[src/rtl/shift_reg_seq.sv]
// Sequential shifter/register: LOAD/CLR/NOP in one edge, shifts and rotates one bit per edge.
// start is taken only in IDLE; busy covers the remaining N-1 steps, done pulses once after the last update.
module shift_reg_seq #(
  parameter int WIDTH   = 8,
  parameter int SHAMT_W = 3
) (
  input  logic               clk,
  input  logic               reset,
  input  logic               start,
  input  logic [2:0]         op,
  input  logic [SHAMT_W-1:0] amt,
  input  logic [WIDTH-1:0]   d,
  input  logic               serial_in,
  output logic [WIDTH-1:0]   q,
  output logic               serial_out,
  output logic               busy,
  output logic               done
);

  typedef enum logic [2:0] {
    OP_NOP  = 3'b000,
    OP_LOAD = 3'b001,
    OP_LSL  = 3'b010,
    OP_LSR  = 3'b011,
    OP_ASR  = 3'b100,
    OP_ROL  = 3'b101,
    OP_ROR  = 3'b110,
    OP_CLR  = 3'b111
  } op_e;

  typedef enum logic {
    S_IDLE,
    S_SHIFT
  } state_e;

  state_e             state_q, state_d;
  op_e                op_q, op_d;
  logic [SHAMT_W-1:0] rem_q, rem_d;
  logic [WIDTH-1:0]   q_q, q_d;
  logic               so_q, so_d;
  logic               done_q, done_d;

  op_e                step_op;
  logic [WIDTH:0]     stepped;

  // One-bit step, packed as {bit shifted out, new register value}.
  function automatic logic [WIDTH:0] step1(input op_e o, input logic [WIDTH-1:0] v,
                                           input logic si);
    case (o)
      OP_LSL:  step1 = {v[WIDTH-1], v[WIDTH-2:0], si};
      OP_LSR:  step1 = {v[0], si, v[WIDTH-1:1]};
      OP_ASR:  step1 = {v[0], v[WIDTH-1], v[WIDTH-1:1]};
      OP_ROL:  step1 = {v[WIDTH-1], v[WIDTH-2:0], v[WIDTH-1]};
      OP_ROR:  step1 = {v[0], v[0], v[WIDTH-1:1]};
      default: step1 = {1'b0, v};
    endcase
  endfunction

  always_comb begin
    state_d = state_q;
    op_d    = op_q;
    rem_d   = rem_q;
    q_d     = q_q;
    so_d    = so_q;
    done_d  = 1'b0;
    // The first step of a shift uses the incoming opcode; later steps use the latched one.
    step_op = (state_q == S_IDLE) ? op_e'(op) : op_q;
    stepped = step1(step_op, q_q, serial_in);

    case (state_q)
      S_IDLE: begin
        if (start) begin
          op_d   = op_e'(op);
          done_d = 1'b1;
          case (op_e'(op))
            OP_NOP: ;
            OP_LOAD: q_d = d;
            OP_CLR: begin
              q_d  = '0;
              so_d = 1'b0;
            end
            default: begin
              if (amt != '0) begin
                {so_d, q_d} = stepped;
                if (amt != SHAMT_W'(1)) begin
                  done_d  = 1'b0;
                  state_d = S_SHIFT;
                  rem_d   = amt - SHAMT_W'(1);
                end
              end
            end
          endcase
        end
      end
      S_SHIFT: begin
        {so_d, q_d} = stepped;
        rem_d       = rem_q - SHAMT_W'(1);
        if (rem_q == SHAMT_W'(1)) begin
          state_d = S_IDLE;
          done_d  = 1'b1;
        end
      end
      default: state_d = S_IDLE;
    endcase
  end

  always_ff @(posedge clk or posedge reset) begin
    if (reset) begin
      state_q <= S_IDLE;
      op_q    <= OP_NOP;
      rem_q   <= '0;
      q_q     <= '0;
      so_q    <= 1'b0;
      done_q  <= 1'b0;
    end else begin
      state_q <= state_d;
      op_q    <= op_d;
      rem_q   <= rem_d;
      q_q     <= q_d;
      so_q    <= so_d;
      done_q  <= done_d;
    end
  end

  assign q          = q_q;
  assign serial_out = so_q;
  assign busy       = (state_q == S_SHIFT);
  assign done       = done_q;

endmodule

[config.mk]
export PLATFORM = sky130hd
export DESIGN_NAME = shift_reg_seq
export DESIGN_NICKNAME = d
export VERILOG_FILES = /design/src/rtl/shift_reg_seq.sv
export SDC_FILE = /design/constraint.sdc
export NUM_CORES = 1
export LEC_CHECK = 0
export CAP_MARGIN = 20
export CORE_MARGIN = 2
export CORE_UTILIZATION = 50
export DETAILED_ROUTE_END_ITERATION = 8
export PLACE_DENSITY = 0.86
export SLEW_MARGIN = 10
export SYNTH_ARGS = -nofsm -noshare
export SYNTH_HDL_FRONTEND = slang
export SYNTH_SLANG_ARGS = --single-unit
[constraint.sdc]
create_clock -name clk -period 2 [get_ports clk]
set_input_delay 0.4 -clock clk [delete_from_list [all_inputs] [get_ports clk]]
set_output_delay 0.4 -clock clk [all_outputs]
set_load 0.005 [all_outputs]
Word level (Yosys, flattened, before mapping)

Index checks and enable logic that the tools add are counted.
W data, S select, Z words.

Bits in registers: 17
Input bits: 18
Output and inout bits: 11

Add/subtract/negate cells: 2
Eq/ne operators: 17
Mux-type cells: 27
Bitwise logic cells: 1
Reductions and logical operators: 8

Operator list:

| kind                  | number |
|---|---|
| $pmux W9 S5           | 1 |
| $pmux W8 S3           | 1 |
| $mux W8               | 2 |
| $pmux W8 S2           | 1 |
| $mux W3               | 5 |
| $eq A3 B3 Y1 const B  | 4 |
| $mux W1               | 12 |
| $ne A2 B2 Y1 const B  | 4 |
| $pmux W1 S2           | 4 |
| $eq A3 B1 Y1 const B  | 2 |
| $eq A3 B2 Y1 const B  | 2 |
| $ne A3 B1 Y1 const B  | 2 |
| $pmux W3 S2           | 1 |
| $reduce_and A3 Y1     | 2 |
| $sub A3 B1 Y3 const B | 2 |
| $ne A2 B1 Y1 const B  | 2 |
| $ne A4 B1 Y1 const B  | 1 |
| $reduce_and A4 Y1     | 1 |
| $logic_not A3 Y1      | 1 |
| $reduce_bool A3 Y1    | 1 |
| $reduce_or A3 Y1      | 1 |
| $reduce_and A2 Y1     | 1 |
| $reduce_or A2 Y1      | 1 |
| $not A1 Y1            | 1 |

Longest topological paths before layout

Depth in word-level cells: 7
Depth in mapped cells: 8

Worst setup path before layout

No wires, ideal clock.

Path kind: reg2reg
From: register state_q, in the netlist busy
To: register q_q[1], in the netlist q[1]
Library setup time: 0.133 ns
Arrival: 1.508 ns
Data required time: 1.867 ns
Slack: 0.359 ns
Cell stages (with the launch flop): 6
Buffers on the path: 1
Clock period less this slack: 1.641 ns
Cells stage by stage: dfrtp_1 -> buf_6 -> mux2_2 -> mux2_4 -> o221ai_1 -> a32oi_1

Longest elaborated chain between the ends: 7
Elaborated cells on any way between the ends: 16

RTL lines:

| element                                             | line | RTL |
|---|---|---|
| start, declared                                     | 36   | `state_e state_q, state_d;` |
| start signal, assigned                              | 116  | `state_q <= state_d;` |
| $mux W3                                             | 67   | `step_op = (state_q == S_IDLE) ? op_e'(op) : op_q;` |
| $eq A3 B3 Y1 / $eq A3 B2 Y1 (equally long branches) | 49   | `case (o)` |
| $pmux W9 S5                                         | 49   |  |
| $mux W8                                             | 83   | `if (amt != '0) begin` |
| $pmux W8 S3                                         | 75   | `case (op_e'(op))` |
| $mux W8                                             | 72   | `if (start) begin` |
| $pmux W8 S2                                         | 70   | `case (state_q)` |
| end signal, assigned                                | 119  | `q_q <= q_d;` |
| end, declared                                       | 39   | `logic [WIDTH-1:0] q_q, q_d;` |

Several ways; a longest one is shown, not always the timed one. The select of a mux whose other input is x is not followed.
A chain may end at the register's enable or synchronous reset.

Final worst setup path

From: input amt[0]
To: register q_q[5], in the netlist q[5]

Longest elaborated chain between the ends: 3

RTL lines:

| element                     | line | RTL |
|---|---|---|
| start, declared             | 11   | `input logic [SHAMT_W-1:0] amt,` |
| $reduce_bool A3 Y1          | 83   |  |
| $ne A4 B1 Y1 (no line)      | -    |  |
| $reduce_and A3 Y1 (no line) | -    |  |

Every way passes these cells.

==> flow_metrics.tcl <==
set metrics [dict create \
    status "finished clean" \
    finalCritPeriodShare_pct 95.56 \
    io_buffers 28 \
    dr.pass1.iters 4 \
    nets 209 \
    clkTransAtPathRegs_ns 0.10 \
    cap_viol_max_count 0 \
    io_pins 29 \
    setup_violations 0 \
    synth_area_per_cell_um2 9.520 \
    power_frac_comb_pct 64.8 \
    utilization_pct 72.12 \
    synth_largest_area_cell "dfrtp_1" \
    place_ws_ns -0.2735 \
    synthArstFlopShare_pct 100.0 \
    drt_iter0_markers 52 \
    tightest_slew_ns 0.6512 \
    cp-start-kind "input pin" \
    worstPathRequired_ns 2.21 \
    syn_area_um2 1314 \
    crit_type "in -> reg" \
    numCtsBuffers 3 \
    core_um2 2477 \
    p_sw_share_pct 40.85 \
    drc_errors 0 \
    grt_pass1_vias 1250 \
    drtAntennaViolNets 0 \
    layout_setup_ws_ns 0.08880 \
    yosysWarnings 0 \
    critPathMaxFanout 8 \
    synth_cell_type_count 42 \
    cellPowerDensity_nw_per_um2 1388 \
    switchingPower_w 0.001013 \
    skew_ns 0.005631 \
    root_buffer "clkbuf_4" \
    p_int_w 0.001467 \
    drive_gt1_share_pct 24.86 \
    cp-end-kind "register" \
    hold_viol_final 0 \
    dr_total_vias 1268 \
    die_x_um 55.26 \
    htreeDepth 1 \
    cts_sinks 17 \
    vias_per_cell 5.898 \
    start_util_pct 53.03 \
    cts_tree "built" \
    wl_mm 3.354 \
    grt_start_max_net_pins 23 \
    grt_overflow 0 \
    synth_ff_type "dfrtp_1" \
    grtUsageTotal_pct 23.24 \
    area_growth_pct 36.00 \
    worstRegToRegCells 6 \
    slew_headroom_pct 56.54 \
    synth_enable_flop_cells 0 \
    arrival_ns 2.12 \
    wl_per_cell_um 15.60 \
    min_period_ns 1.911 \
    dp_hpwl_mm 2.497 \
    fillers 186 \
    netlist_instances 138 \
    ir_drop_mv 0.9657 \
    p_leak_nw 0.7889 \
    antenna_found_initial 0 \
    antenna_cells 0 \
    grt_pass1_wl_mm 5.678 \
    yosysSeqAreaShare_pct 32.38 \
    cts_buffer_depth 2 \
    min_path_type "in -> async" \
    die_h_um 55.26 \
    routabilityCongestion 0.8589 \
    slew_violations 0 \
    synth_seq_cells 17 \
    num_rows 18 \
    ys_top_cells_by_area "dfrtp_1, ha_1, a32oi_1" \
    synth_nets 161 \
    synth_top_area_share_pct 32.38 \
    clkPwrFrac_pct 7.7 \
    insertion_delay_ns 0.30 \
    clock.fmax_mhz 523.2 \
    die_area_um2 3054 \
    seqPwrFrac_pct 27.5 \
]
[layout by cell type (no fill, tap or decap), types with 2 or more instances in the layout]
cell type	instances
inv_1	15
buf_4	19
mux2_2	5
a21oi_1	4
mux2_4	2
clkbuf_4	3
o221ai_1	6
and2_1	7
dfrtp_1	16
clkdlybuf4s50_1	28
ha_1	5
nor3_1	3
nor2_1	7
a32oi_1	7
mux2i_1	3
o22ai_1	9
a31oi_1	3
nand2_1	15
nand2b_1	2
[registers in the layout, summed over array words and instances (netlist names)]
name	count
busy	1
op_q	3
q	8
done	1
rem_q	3
serial_out	1
[layer usage]
layer / global-route usage [%] / wire length (um)
met1: 30.94 / 1414
met2: 36.22 / 1682
met3: 3.513 / 156
met4: 12.54 / 99
met5: 0 / 0
[cell families after synthesis]
group | Yosys count | share of synthesized area (%)
AO/OA/AOI/OAI | 42 | 26.67
AND/OR/NAND/NOR | 40 | 16.19
buffers and inverters | 20 | 7.047
flip-flops | 17 | 32.38
multiplexers | 12 | 11.62
adder cells (fa/ha/maj) | 5 | 4.762
XOR/XNOR | 2 | 1.334
[final cells by class]
class / count / area, um2 / share of cell area (%)
Multi-Input combinational cell: 101 / 805.8 / 45.10
Timing Repair Buffer: 48 / 434.2 / 24.30
Tap cell: 30 / 37.54 / 2.101
Inverter: 15 / 56.30 / 3.151
Sequential cell: 17 / 426.7 / 23.88
Clock buffer: 4 / 26.28 / 1.471
[per-stage QoR]
step / hold WS, ns / cells / power, W / area (um2) / setup TNS, ns
after global routing: 0.5334 / 215 / 0.002668 / 1787 / -0.02005
final: 0.4767 / 215 / 0.002480 / 1787 / 0
after floorplan: 0.3261 / 138 / 0.001683 / 1314 / 0
after CTS: 0.4994 / 212 / 0.002443 / 1754 / 0
after detailed placement: 0.5051 / 208 / 0.002244 / 1723 / -2.730
after global placement: 0.4896 / 208 / 0.002161 / 1723 / -1.678
[power groups by stage]
stage	Clock, W	Combinational [W]	Sequential (W)
floorplan	0	0.00103	0.000652
global placement	0	0.00148	0.000683
detailed placement	0	0.00155	0.000689
CTS	0.000192	0.00157	0.000685
global route	0.000214	0.00175	0.000703
finish	0.000191	0.00161	0.000682
[worst max-delay path: stages]
cell and delay (ns):
clkdlybuf4s50_1 0.51, inv_1 0.08, ha_1 0.21, nand2b_1 0.11
buf_4 0.14, o21ai_4 0.06, a31oi_4 0.16, buf_4 0.19
o22ai_1 0.09, a32oi_1 0.17
[timing repair]
item / CTS / global route
hold buffers: 0 / 0
gates resized for setup: 2 / 2
buffers inserted: 0 / 3
setup endpoints to repair: 1 / 11
[synth_stat cells (all sizes together) (2+ instances only)]
cell and instances:
buf 5, nand2b 2, nor2 8, nor3 3, dfrtp 17, inv 15, nand2 16, o21ba 2
o21ai 2, and2 8, o221ai 6, a32oi 7, mux2i 5, a31oi 4, a21oi 5, o22ai 9
ha 5, mux2 7
[worst paths after layout]
kind	slack, ns	endpoint	startpoint
min in group clk	0.54	serial_out$_DFFE_PP0P_	serial_out$_DFFE_PP0P_
worst min-delay path	0.48	rem_q[2]$_DFFE_PP0P_	reset
worst min register to register	0.54	serial_out$_DFFE_PP0P_	serial_out$_DFFE_PP0P_
worst max register to register	0.10	q[6]$_DFFE_PP0P_	busy$_DFF_PP0_
worst max-delay path	0.09	q[5]$_DFFE_PP0P_	amt[0]
max in group asynchronous	1.07	busy$_DFF_PP0_	reset
Power figures use the tool's default switching activity.
